--- config.mk ---
export PLATFORM = sky130hd
export DESIGN_NAME = alu_issue_unit
export DESIGN_NICKNAME = d
export VERILOG_FILES = /design/src/rtl/alu_issue_unit.sv
export SDC_FILE = /design/constraint.sdc
export NUM_CORES = 1
export LEC_CHECK = 0
export CAP_MARGIN = 5
export CORE_MARGIN = 8
export CORE_UTILIZATION = 52
export DETAILED_ROUTE_END_ITERATION = 12
export GPL_ROUTABILITY_DRIVEN = 1
export PLACE_DENSITY = 0.82
export SLEW_MARGIN = 20
export SYNTH_ARGS = -nofsm -noshare
export SYNTH_HDL_FRONTEND = slang
export SYNTH_SLANG_ARGS = --single-unit
--- constraint.sdc ---
create_clock -name clk -period 5.5 [get_ports clk]
set_input_delay 0.55 -clock clk [delete_from_list [all_inputs] [get_ports clk]]
set_output_delay 0.55 -clock clk [all_outputs]
set_load 0.005 [all_outputs]
--- src/rtl/alu_issue_unit.sv ---
// ---------------------------------------------------------------------------
// alu_issue_unit
//
// Initiator side of a 64-bit combinational ALU interface. ALU commands
// {op, a, b} are held in a small FIFO. The head entry drives the ALU, and
// one command issues per cycle. Each ALU result/Zero pair is registered into
// a single response slot that uses a valid/ready handshake. This lets
// multi-cycle datapath or test logic drive the ALU with backpressure.
//
// Supported aluop encodings are 0000 AND, 0001 OR, 0010 ADD, 0110 SUB and
// 1100 NOR. Any other encoding still issues and pops. It returns rsp_err=1
// with rsp_data/rsp_zero forced to zero, and the ALU outputs are ignored.
//
// Ports
//   clk        in   rising-edge clock
//   reset      in   synchronous, active-high reset
//   cmd_valid  in   command offered
//   cmd_ready  out  FIFO can accept (registered count < DEPTH)
//   cmd_op     in   4-bit aluop
//   cmd_a      in   operand a
//   cmd_b      in   operand b
//   alu_a      out  ALU operand a (FIFO head, zero when empty)
//   alu_b      out  ALU operand b (FIFO head, zero when empty)
//   alu_op     out  ALU aluop     (FIFO head, zero when empty)
//   alu_out    in   ALU result
//   alu_zero   in   ALU Zero flag
//   rsp_valid  out  response slot full
//   rsp_ready  in   consumer takes response
//   rsp_data   out  registered result
//   rsp_zero   out  registered Zero flag
//   rsp_err    out  command carried an unsupported aluop
//   count      out  FIFO occupancy, 0..DEPTH
//
// Optional feature (macro ALU_ISSUE_PERF_EN)
//   perf_issued out  32-bit count of issued commands
//   perf_zero   out  32-bit count of legal issues that returned alu_zero=1
//   Both counters wrap at 2^32 and are cleared by reset. When the macro is
//   undefined, these ports and counters do not exist.
// ---------------------------------------------------------------------------
module alu_issue_unit #(
  parameter  int DATA_W = 64,
  parameter  int DEPTH  = 4,
  localparam int PTR_W  = $clog2(DEPTH),
  localparam int CNT_W  = PTR_W + 1
) (
  input  logic              clk,
  input  logic              reset,
  input  logic              cmd_valid,
  output logic              cmd_ready,
  input  logic [3:0]        cmd_op,
  input  logic [DATA_W-1:0] cmd_a,
  input  logic [DATA_W-1:0] cmd_b,
  output logic [DATA_W-1:0] alu_a,
  output logic [DATA_W-1:0] alu_b,
  output logic [3:0]        alu_op,
  input  logic [DATA_W-1:0] alu_out,
  input  logic              alu_zero,
  output logic              rsp_valid,
  input  logic              rsp_ready,
  output logic [DATA_W-1:0] rsp_data,
  output logic              rsp_zero,
  output logic              rsp_err,
  output logic [CNT_W-1:0]  count
`ifdef ALU_ISSUE_PERF_EN
  ,
  output logic [31:0]       perf_issued,
  output logic [31:0]       perf_zero
`endif
);

  typedef enum logic [3:0] {
    OP_AND = 4'b0000,
    OP_OR  = 4'b0001,
    OP_ADD = 4'b0010,
    OP_SUB = 4'b0110,
    OP_NOR = 4'b1100
  } alu_op_e;

  // FIFO storage and bookkeeping
  logic [3:0]        r_op_mem [DEPTH];
  logic [DATA_W-1:0] r_a_mem  [DEPTH];
  logic [DATA_W-1:0] r_b_mem  [DEPTH];
  logic [PTR_W-1:0]  r_wr_ptr;
  logic [PTR_W-1:0]  r_rd_ptr;
  logic [CNT_W-1:0]  r_count;

  // Response slot
  logic              r_rsp_valid;
  logic [DATA_W-1:0] r_rsp_data;
  logic              r_rsp_zero;
  logic              r_rsp_err;

  logic              w_empty;
  logic              w_push;
  logic              w_issue;
  logic [3:0]        w_head_op;
  logic              w_head_legal;

  assign w_empty   = (r_count == '0);
  // Ready looks only at the registered count. A pop in the same cycle does
  // not make room for a push into a full FIFO.
  assign cmd_ready = (r_count < CNT_W'(DEPTH));
  assign w_push    = cmd_valid & cmd_ready;
  assign w_issue   = !w_empty & (!r_rsp_valid | rsp_ready);
  assign w_head_op = r_op_mem[r_rd_ptr];

  // NOTE: every signal assigned in an always_comb gets a default first, so
  // no path through the block can leave it unassigned and infer a latch.
  always_comb begin
    w_head_legal = 1'b0;
    case (w_head_op)
      OP_AND, OP_OR, OP_ADD, OP_SUB, OP_NOR: w_head_legal = 1'b1;
      default:                               w_head_legal = 1'b0;
    endcase
  end

  // The head drives the ALU directly. A push into an empty FIFO first
  // appears here after the edge that accepts it, so there is no bypass.
  assign alu_a  = w_empty ? '0   : r_a_mem[r_rd_ptr];
  assign alu_b  = w_empty ? '0   : r_b_mem[r_rd_ptr];
  assign alu_op = w_empty ? 4'b0 : w_head_op;

  // NOTE: the payload memory has no reset. The count and pointers decide
  // which entries are meaningful, so stale contents are never observed, and
  // omitting the reset keeps the array as plain storage.
  always_ff @(posedge clk) begin
    if (w_push) begin
      r_op_mem[r_wr_ptr] <= cmd_op;
      r_a_mem[r_wr_ptr]  <= cmd_a;
      r_b_mem[r_wr_ptr]  <= cmd_b;
    end
  end

  // NOTE: sequential state uses non-blocking assignments, so every flop
  // samples pre-edge values regardless of statement order.
  always_ff @(posedge clk) begin
    if (reset) begin
      r_wr_ptr <= '0;
      r_rd_ptr <= '0;
      r_count  <= '0;
    end else begin
      // DEPTH is a power of two, so the pointers wrap naturally.
      if (w_push)  r_wr_ptr <= r_wr_ptr + PTR_W'(1);
      if (w_issue) r_rd_ptr <= r_rd_ptr + PTR_W'(1);
      case ({w_push, w_issue})
        2'b10:   r_count <= r_count + CNT_W'(1);
        2'b01:   r_count <= r_count - CNT_W'(1);
        default: r_count <= r_count;
      endcase
    end
  end

  // The response slot loads on issue. It clears when the consumer takes the
  // response and nothing is waiting, and otherwise holds stable.
  always_ff @(posedge clk) begin
    if (reset) begin
      r_rsp_valid <= 1'b0;
      r_rsp_data  <= '0;
      r_rsp_zero  <= 1'b0;
      r_rsp_err   <= 1'b0;
    end else if (w_issue) begin
      r_rsp_valid <= 1'b1;
      if (w_head_legal) begin
        r_rsp_data <= alu_out;
        r_rsp_zero <= alu_zero;
        r_rsp_err  <= 1'b0;
      end else begin
        r_rsp_data <= '0;
        r_rsp_zero <= 1'b0;
        r_rsp_err  <= 1'b1;
      end
    end else if (rsp_ready) begin
      r_rsp_valid <= 1'b0;
    end
  end

  assign rsp_valid = r_rsp_valid;
  assign rsp_data  = r_rsp_data;
  assign rsp_zero  = r_rsp_zero;
  assign rsp_err   = r_rsp_err;
  assign count     = r_count;

`ifdef ALU_ISSUE_PERF_EN
  logic [31:0] r_perf_issued;
  logic [31:0] r_perf_zero;

  always_ff @(posedge clk) begin
    if (reset) begin
      r_perf_issued <= '0;
      r_perf_zero   <= '0;
    end else if (w_issue) begin
      r_perf_issued <= r_perf_issued + 32'd1;
      if (w_head_legal && alu_zero) r_perf_zero <= r_perf_zero + 32'd1;
    end
  end

  assign perf_issued = r_perf_issued;
  assign perf_zero   = r_perf_zero;
`endif

endmodule

==> out/metrics.cfg, run 1 <==
[synthesis]
yosys_warnings=0
synthCells=1182
synthAdderAreaFrac_pct=0.3649
synth_compound_area_share_pct=1.670
synth_flop_cell=edfxtp_1
synthArstFlopShare_pct=0
yosys.area_share.simple_pct=6.375
synth_fp_nets=1389
synth-xor-area-share_pct=0.1935
ys_ff_latch=604
yosysSeqAreaShare_pct=76.79
synth_edf_count=528
ys_types=27
muxShareOfSynthArea_pct=13.14
syn-mean-instance-area_um2=19.14
synth_top_family_by_area=multiplexers
synth_area_um2=22630

[global_routing]
grt_pass1_vias=12692
grt-ovfl-total=0
grt_use_total_pct=20.30
grt_pass1_wl_mm=77.79
grt_start_max_net_pins=71
antenna_found_initial=7

[worst_setup_path]
criticalPathCategory=flop to primary output
crit_fanout=45
arrival_ns=3.27
crit_required_ns=4.95
critPathLaunchType=flop
cp-end-kind=primary output

[power]
p_leak_uw=0.009566
vdd.ir_drop.worst_mv=0.4547
pwr-share-clk_pct=28.3
p_per_area_nw_per_um2=511.9
swShare_pct=28.08
pwr-share-comb_pct=32.6
seq_power_share_pct=39.2
p_sw_uw=4235
internal-power_uw=10840

[floorplan]
rows=76
chipHeight_um=224.6
core_um2=42980
ios=404
dieArea_um2=50450
start_util_pct=52.65
die_width_um=224.6

[placement]
dpl.hpwl_mm=32.78
gp_congestion=0.8436
portBuffers=403
dp_cells=2121

[cts]
clockBufferDepth=3
cts.clk_slew.worst_paths_ns=0.06
clock_latency_ns=0.62
cts_made_buffers=58
postCtsSetupBuffers=0
htree_levels=2
clock_sinks=604
cts_root_buffer=clkbuf_16
hold_buffers=0
cts.repair.resized=0
cts_tree=yes

[sta]
fmax_ghz=0.2618
slew_viol_final=0
finalClockSkew_ns=0.02371
worstMarginPinSlew_ns=0.9553
hold_viol=0
setup_viol=0
slew-limit-headroom_pct=36.31
hold_ws_ns=0.4556
setup_tns_ns=0
rsz0062_at_grt=no
post-route-min-period_ns=3.819
finalCritPeriodShare_pct=69.44

[final_layout]
fin_cells=2234
multi_input_area_um2=4949
layout_commonest_cell=edfxtp_1
num-fill-cells=2750
final_cell_mix=528 x edfxtp_1, 403 x clkdlybuf4s50_1, 132 x mux4_2, 132 x and2_1, 130 x nand2_1
area_delta_synth_final_pct=30.16
drive_gt1_share_pct=15.67
register_area_um2=17380
nNetsFinal=1803

[detailed_routing]
wl_per_cell_um=23.33
vias=12128
ant_nets=0
drc=0
viasPerCell=5.429
drt-total-wl_mm=52.13
first_pass_iters=5
first_iter_violations=898

[run]
maxCapViolCount=0

[hold_path]
hold_class=flop to flop

[status]
status=finished, final reports clean

==> power groups by stage <==
stage / registers, µW / clock network (µW) / logic, µW
6_report: 5900 / 4260 / 4910
3_3_place_gp: 5970 / 0 / 4920
2_1_floorplan: 5890 / 0 / 2560
5_1_grt: 5970 / 4500 / 5300
4_1_cts: 5920 / 4340 / 5020
3_5_place_dp: 6010 / 0 / 4960
==> state kept, by name, summed over array words and instances (netlist names), named ones only <==
| name | flops |
|---|---|
| r_a_mem | 256 |
| r_b_mem | 256 |
| rsp_data | 64 |
| r_op_mem | 16 |
| count | 3 |
| r_rd_ptr | 2 |
| r_wr_ptr | 2 |
| rsp_err | 1 |
| rsp_valid | 1 |
| rsp_zero | 1 |
==> worst max-delay path: stages (launching register included) <==
cell and delay [ns]:
dfxtp_4 0.97, buf_4 0.44, mux4_2 0.56, and2_1 0.18, clkdlybuf4s50_1 0.46
==> routing by layer <==
metal | share of wire, % | vias to the layer above | track usage [%]
li1 | - | 5408 | -
met1 | 39 | 6166 | 24.75
met2 | 51 | 460 | 34.67
met3 | 8.3 | 86 | 6.174
met4 | 2.2 | 8 | 6.246
met5 | 0.098 | - | 0
==> final timing paths <==
kind	from	to	slack, ns	cells past startpoint
worst max-delay path	flop	alu_a[60]	1.68	4
worst min register to register	rsp_data[37]	rsp_data[37]	0.46	2
worst max register to register	flop	rsp_data[49]	2.51	6
worst min-delay path	rsp_data[37]	rsp_data[37]	0.46	2
==> cell families after synthesis <==
| group | Yosys count |
|---|---|
| flip-flops | 604 |
| AND/OR/NAND/NOR | 286 |
| multiplexers | 132 |
| buffers and inverters | 77 |
| AO/OA/AOI/OAI | 72 |
| adder cells (fa/ha/maj) | 6 |
| XOR/XNOR | 5 |
==> cell type report <==
type / count / share of cell area, %
Antenna cell: 3 / 0.02549
Inverter: 9 / 0.1147
Multi-Input combinational cell: 501 / 16.80
Clock buffer: 64 / 5.004
Sequential cell: 604 / 59.02
Clock inverter: 46 / 2.069
Timing Repair Buffer: 422 / 14.48
Tap cell: 585 / 2.485
==> stage by stage <==
| stage | utilization [%] | total power [µW] | setup slack, ns | area (µm²) |
|---|---|---|---|---|
| after global routing | 68.52 | 15770 | 1.438 | 29450 |
| after floorplan | - | 8449 | 1.034 | 22630 |
| after global placement | 63.66 | 10890 | 2.259 | 27360 |
| final | 68.53 | 15080 | 1.681 | 29450 |
| after detailed placement | 63.66 | 10970 | 2.230 | 27360 |
| after CTS | 68.51 | 15280 | 1.535 | 29450 |
==> synth_stat cells, types with 2 or more instances <==
| cell | number | area share [%] |
|---|---|---|
| edfxtp_1 | 528 | 70 |
| and2_1 | 136 | 3.8 |
| mux4_2 | 132 | 13 |
| nand2_1 | 131 | 2.2 |
| dfxtp_1 | 76 | 6.7 |
| a21oi_1 | 68 | 1.5 |
| clkbuf_1 | 42 | 0.70 |
| buf_2 | 17 | 0.38 |
| inv_1 | 9 | 0.15 |
| nor2_1 | 9 | 0.15 |
| buf_4 | 6 | 0.20 |
| ha_1 | 5 | 0.28 |
| buf_1 | 3 | 0.050 |
| or3_1 | 3 | 0.083 |
| xor2_1 | 3 | 0.12 |
| nand3_1 | 2 | 0.044 |
| xnor2_1 | 2 | 0.077 |
Note: power is estimated with default switching activity, not from simulation.
==> run 2, diff against run 1 <==
==> constraint.sdc (replaced) <==
create_clock -name clk -period 3.7 [get_ports clk]
set_input_delay 0.37 -clock clk [delete_from_list [all_inputs] [get_ports clk]]
set_output_delay 0.37 -clock clk [all_outputs]
set_load 0.005 [all_outputs]
==> run 2 against run 1 <==
- critical path depth unchanged
- setup slack got worse by 1.2 ns
- critical endpoint is now alu_b[23]
- highest routed layer unchanged
- final area shrank 0.89%
- largest power group unchanged
- critical path type unchanged
- via count is 0.52% lower
==> out/metrics.cfg, run 2 (same netlist as run 1, synthesis figures left out) <==
[status]
status=finished, final reports clean

[cts]
cts.repair.resized=0  ; unchanged
postCtsSetupBuffers=0  ; unchanged
cts.clk_slew.worst_paths_ns=0.06  ; about the same
clock_sinks=604  ; unchanged
cts_tree=yes
cts_root_buffer=clkbuf_16
htree_levels=2  ; unchanged
clockBufferDepth=3  ; unchanged
clock_latency_ns=0.59  ; -0.03 ns
hold_buffers=0  ; unchanged
cts_made_buffers=57  ; -1.7%

[power]
p_per_area_nw_per_um2=740.8  ; +45%
finalPower_uw=21630  ; +43%
p_leak_uw=0.009444  ; -1.3%
vdd.ir_drop.worst_mv=0.5575  ; +23%

[sta]
slew-limit-headroom_pct=46.10  ; +9.8 points
post-route-min-period_ns=3.226
worstMarginPinSlew_ns=0.8085  ; -0.1468 ns
fmax_ghz=0.3100
hold_viol=0  ; unchanged
rsz0062_at_grt=no
slew_viol_final=0  ; unchanged
finalCritPeriodShare_pct=87.20
finalClockSkew_ns=0.008717  ; -0.01500 ns
setup_tns_ns=0  ; unchanged
setup_viol=0  ; unchanged
hold_ws_ns=0.3264  ; -0.1293 ns

[placement]
gp_congestion=0.9215  ; +9.2%
dpl.hpwl_mm=32.69  ; -0.26%
portBuffers=403  ; unchanged

[final_layout]
final_cell_mix=528 x edfxtp_1, 403 x clkdlybuf4s50_1, 132 x mux4_2, 132 x and2_1, 130 x nand2_1
nNetsFinal=1807  ; +0.22%
drive_gt1_share_pct=15.01  ; -0.67 points
area_delta_synth_final_pct=28.99
num-fill-cells=2732  ; -0.65%
layout_commonest_cell=edfxtp_1
register_area_um2=17380  ; unchanged
multi_input_area_um2=4949  ; unchanged

[floorplan]
dieArea_um2=50450  ; unchanged
die_width_um=224.6  ; unchanged
core_um2=42980  ; unchanged
ios=404  ; unchanged
chipHeight_um=224.6  ; unchanged
start_util_pct=52.65  ; unchanged
rows=76  ; unchanged

[detailed_routing]
first_iter_violations=790  ; -12%
wl_per_cell_um=23.17  ; -0.70%
first_pass_iters=5  ; unchanged
drt-total-wl_mm=51.83  ; -0.57%
drc=0  ; unchanged
vias=12065  ; -0.52%
ant_nets=0  ; unchanged
viasPerCell=5.393  ; -0.65%

[global_routing]
grt_start_max_net_pins=86  ; +21%
grt_pass1_vias=12747  ; +0.43%
grt_pass1_wl_mm=77.33  ; -0.59%
antenna_found_initial=12  ; +5
grt-ovfl-total=0  ; unchanged
grt_use_total_pct=20.18  ; -0.12 points

[worst_setup_path]
crit_required_ns=3.33  ; -1.62 ns
cpPeakStageDelay_ns=0.59  ; -0.38 ns
path_cells=buf_4 > mux4_2 > and2_1 > clkdlybuf4s50_1
cp-end-kind=primary output
criticalPathCategory=flop to primary output
critical-path-top-delay-family=buffers and inverters
regToRegSetupSlack_ns=1.01  ; -1.50 ns
crit_fanout=30  ; -33%
ff2ff_path_depth=6  ; unchanged
cp_num_buf_inv=2  ; unchanged
slowest_stage=mux4_2
arrival_ns=2.86  ; -0.41 ns
critPathLaunchType=flop
r2r_end=rsp_data[30]

[hold_path]
hold_depth=3  ; +1
min_from=alu_out[35]
hold_end=rsp_data[35]
hold_class=input port to flop

[run]
maxCapViolCount=0  ; unchanged

## run 2: layout make-up
type                       count  area share, %
sequential                   604          59.55
multi-input combinational    501          16.95
timing repair buffer         427          14.82
inverter                       9         0.1157
antenna                        6        0.05144
tap                          585          2.508
clock buffer                  76          5.324
clock inverter                29         0.6730
## run 2: per-stage QoR
stage	setup WS [ns]	cell area [µm²]	cells	utilization, %
finish	0.4737	29190	2237	67.91
global route	0.3295	29190	2236	67.91
CTS	0.3840	29180	2231	67.88
detailed placement	0.9839	27430	2126	63.81
global placement	1.048	27430	2126	63.81
floorplan	0.8801	22630	1182	-
## run 2: where the power goes
part	switching (µW)	internal, µW
clock	2380	3080
sequential	326	8330
combinational	3470	4040
total	6180	15400
## run 2: per-layer routing
metal / track usage (%) / vias to the layer above / part of all wire (%)
li1: - / 5405 / -
met1: 24.54 / 6117 / 38
met2: 33.40 / 442 / 50
met3: 7.034 / 87 / 9.2
met4: 7.217 / 14 / 2.5
met5: 0 / - / 0.18
## run 2: worst reg2reg max path, stage by stage (launching register included)
cell     delay (ns)
dfxtp_4        0.41
buf_12         0.31
mux4_2         0.62
nor3b_1        0.20
o41ai_4        0.29
buf_4          0.58
a21oi_1        0.12
## run 2: worst max-delay path by stage
| stage | slack, ns | endpoint | depth (start not counted) | start |
|---|---|---|---|---|
| 3_5_place_dp | 0.98 | rsp_data[29] | 6 | flop |
| 3_3_place_gp | 1.05 | rsp_data[29] | 6 | flop |
| 5_1_grt | 0.33 | alu_b[23] | 4 | flop |
| 4_1_cts | 0.38 | alu_b[23] | 4 | flop |
| 2_1_floorplan | 0.88 | r_a_mem[0][0] | 3 | cmd_valid |
| 6_report | 0.47 | alu_b[23] | 4 | flop |
==> run 3, diff against run 2 <==
--- a/config.mk
+++ b/config.mk
@@ -7,10 +7,10 @@
 export LEC_CHECK = 0
 export CAP_MARGIN = 5
 export CORE_MARGIN = 8
-export CORE_UTILIZATION = 52
+export CORE_UTILIZATION = 47
 export DETAILED_ROUTE_END_ITERATION = 12
 export GPL_ROUTABILITY_DRIVEN = 1
-export PLACE_DENSITY = 0.82
+export PLACE_DENSITY = 0.78
 export SLEW_MARGIN = 20
 export SYNTH_ARGS = -nofsm -noshare
 export SYNTH_HDL_FRONTEND = slang
==> constraint.sdc (replaced) <==
create_clock -name clk -period 2.83 [get_ports clk]
set_input_delay 0.283 -clock clk [delete_from_list [all_inputs] [get_ports clk]]
set_output_delay 0.283 -clock clk [all_outputs]
set_load 0.02 [all_outputs]
==> run 3 against run 2 <==
- worst hold slack got worse by 0.098 ns
- largest power group is now combinational cells
- final cell count rose by 2.6%
- clock-buffer cell count rose by 7
- global-route usage fell by 1.6 points
- register-to-register slack got worse by 0.56 ns
- power rose by 41%
- final area rose by 2.2%
- sequential power rose by 29%
==> out/metrics.cfg, run 3 (same netlist as run 1, synthesis figures left out) <==
[sta]
setup_viol=0  ; unchanged
slew_viol_final=0  ; unchanged
rsz0062_at_grt=yes
hold_viol=0  ; unchanged
finalCritPeriodShare_pct=97.20
worstMarginPinSlew_ns=0.6608  ; -0.1477 ns
finalClockSkew_ns=0.01506  ; +0.006345 ns
slew-limit-headroom_pct=55.95  ; +9.8 points
fmax_ghz=0.3635
post-route-min-period_ns=2.751

[cts]
htree_levels=2  ; unchanged
hold_buffers=0  ; unchanged
clockBufferDepth=3  ; unchanged
clock_sinks=604  ; unchanged
cts.clk_slew.worst_paths_ns=0.06  ; about the same
cts_root_buffer=clkbuf_16
cts_made_buffers=60  ; +5.3%
clock_latency_ns=0.61  ; +0.02 ns
cts_tree=yes

[global_routing]
grt_pass1_wl_mm=79.36  ; +2.6%
grt_use_total_pct=18.54  ; -1.6 points
antenna_found_initial=8  ; -4
grt-ovfl-total=0  ; unchanged
grt_start_max_net_pins=74  ; -14%
grt_pass1_vias=12937  ; +1.5%

[floorplan]
chipHeight_um=235.4  ; +4.8%
dieArea_um2=55420  ; +9.9%
die_width_um=235.4  ; +4.8%
rows=80  ; +5.3%
ios=404  ; unchanged
core_um2=47650  ; +11%
start_util_pct=47.49  ; -5.2 points

[placement]
portBuffers=403  ; unchanged
gp_congestion=0.7713  ; -16%
dp_cells=2162  ; +1.7%
dpl.hpwl_mm=33.03  ; +1.0%

[power]
vdd.ir_drop.worst_mv=0.6903  ; +24%
p_per_area_nw_per_um2=1024  ; +38%
p_leak_uw=0.01014  ; +7.4%
finalPower_uw=30550  ; +41%

[final_layout]
drive_gt1_share_pct=18.32  ; +3.3 points
fin_cells=2295  ; +2.6%
layout_commonest_cell=edfxtp_1
final_core_util_pct=62.59  ; -5.3 points
area_delta_synth_final_pct=31.78
final_cell_mix=528 x edfxtp_1, 271 x clkdlybuf4s50_1, 132 x mux4_2, 132 x and2_1, 130 x nand2_1
nNetsFinal=1831  ; +1.3%

[detailed_routing]
met1_length_mm=20.57  ; +4.6%
ant_nets=0  ; unchanged
first_pass_iters=4  ; -1
vias=12173  ; +0.90%
wl_met2_mm=26.45  ; +1.7%
drc=0  ; unchanged
wl_per_cell_um=22.89  ; -1.2%
viasPerCell=5.304  ; -1.7%
wl_met3_mm=4.517  ; -5.7%
drt-total-wl_mm=52.54  ; +1.4%
first_iter_violations=662  ; -16%
top_layer_used=met5

[worst_setup_path]
slowest_stage=mux4_2
crit_fanout=9  ; -70%
criticalPathCategory=flop to primary output
critPathLaunchType=flop
cpPeakStageDelay_ns=0.51  ; -0.08 ns
cp-end-kind=primary output
cp_num_buf_inv=4  ; +2
regToRegSetupSlack_ns=0.45  ; -0.56 ns
path_cells=buf_16 > buf_6 > buf_8 > mux4_2 > and2_1 > clkdlybuf4s15_2
crit_required_ns=2.55  ; -0.78 ns
critical-path-top-delay-family=buffers and inverters
arrival_ns=2.47  ; -0.39 ns

[run]
maxCapViolCount=0  ; unchanged

[status]
status=finished, final reports clean

[hold_path]
hold_class=input port to flop

==> run 3: worst paths after layout <==
path                 from           end  cells past startpoint
max                  flop     alu_b[40]                      6
min           alu_out[25]  rsp_data[25]                      3
max reg2reg      count[2]      count[2]                     10
min reg2reg  rsp_data[31]  rsp_data[31]                      2
==> run 3: tightest hold or removal path: stages <==
cell	delay [ns]
clkdlybuf4s50_1	0.40
nand2_1	0.05
a21oi_1	0.05
==> run 3: layout make-up <==
| class | count | area (µm²) |
|---|---|---|
| Inverter | 9 | 33.78 |
| Antenna cell | 4 | 10.01 |
| Fill cell | 3343 | 17830 |
| Timing Repair Buffer | 448 | 4671 |
| Clock inverter | 31 | 290.3 |
| Multi-Input combinational cell | 501 | 4949 |
| Sequential cell | 604 | 17380 |
| Clock buffer | 83 | 1713 |
| Tap cell | 615 | 769.5 |
==> run 3: metal layers <==
| layer | global-route usage (%) | vias to the layer above |
|---|---|---|
| met5 | 0 | - |
| met4 | 5.030 | 10 |
| met3 | 6.379 | 75 |
| met2 | 31.26 | 444 |
| met1 | 22.66 | 6174 |
| li1 | - | 5470 |
==> run 3: report_power, final <==
group	switching, µW	total (µW)	internal [µW]
Clock	3270	7870	4610
Combinational	6350	11400	5080
Sequential	363	11200	10900
==> run 3: per-stage QoR <==
| stage | hold WS, ns | TNS [ns] | setup slack [ns] | instance area, µm² |
|---|---|---|---|---|
| after global placement | 0.4407 | 0 | 0.3870 | 27670 |
| after detailed placement | 0.4465 | 0 | 0.3636 | 27670 |
| final | 0.2287 | 0 | 0.07931 | 29820 |
| after floorplan | 0.3819 | -13.02 | -0.02465 | 22630 |
| after global routing | 0.2097 | -0.05750 | -0.02260 | 29810 |
| after CTS | 0.1826 | -0.02607 | -0.02607 | 29800 |
==> run 3: repair_timing <==
action	CTS	global route
endpoints found under the setup margin	128	41
resized for setup	183	44
cloned	3	1
buffers inserted	8	3
hold endpoints to repair	0	0
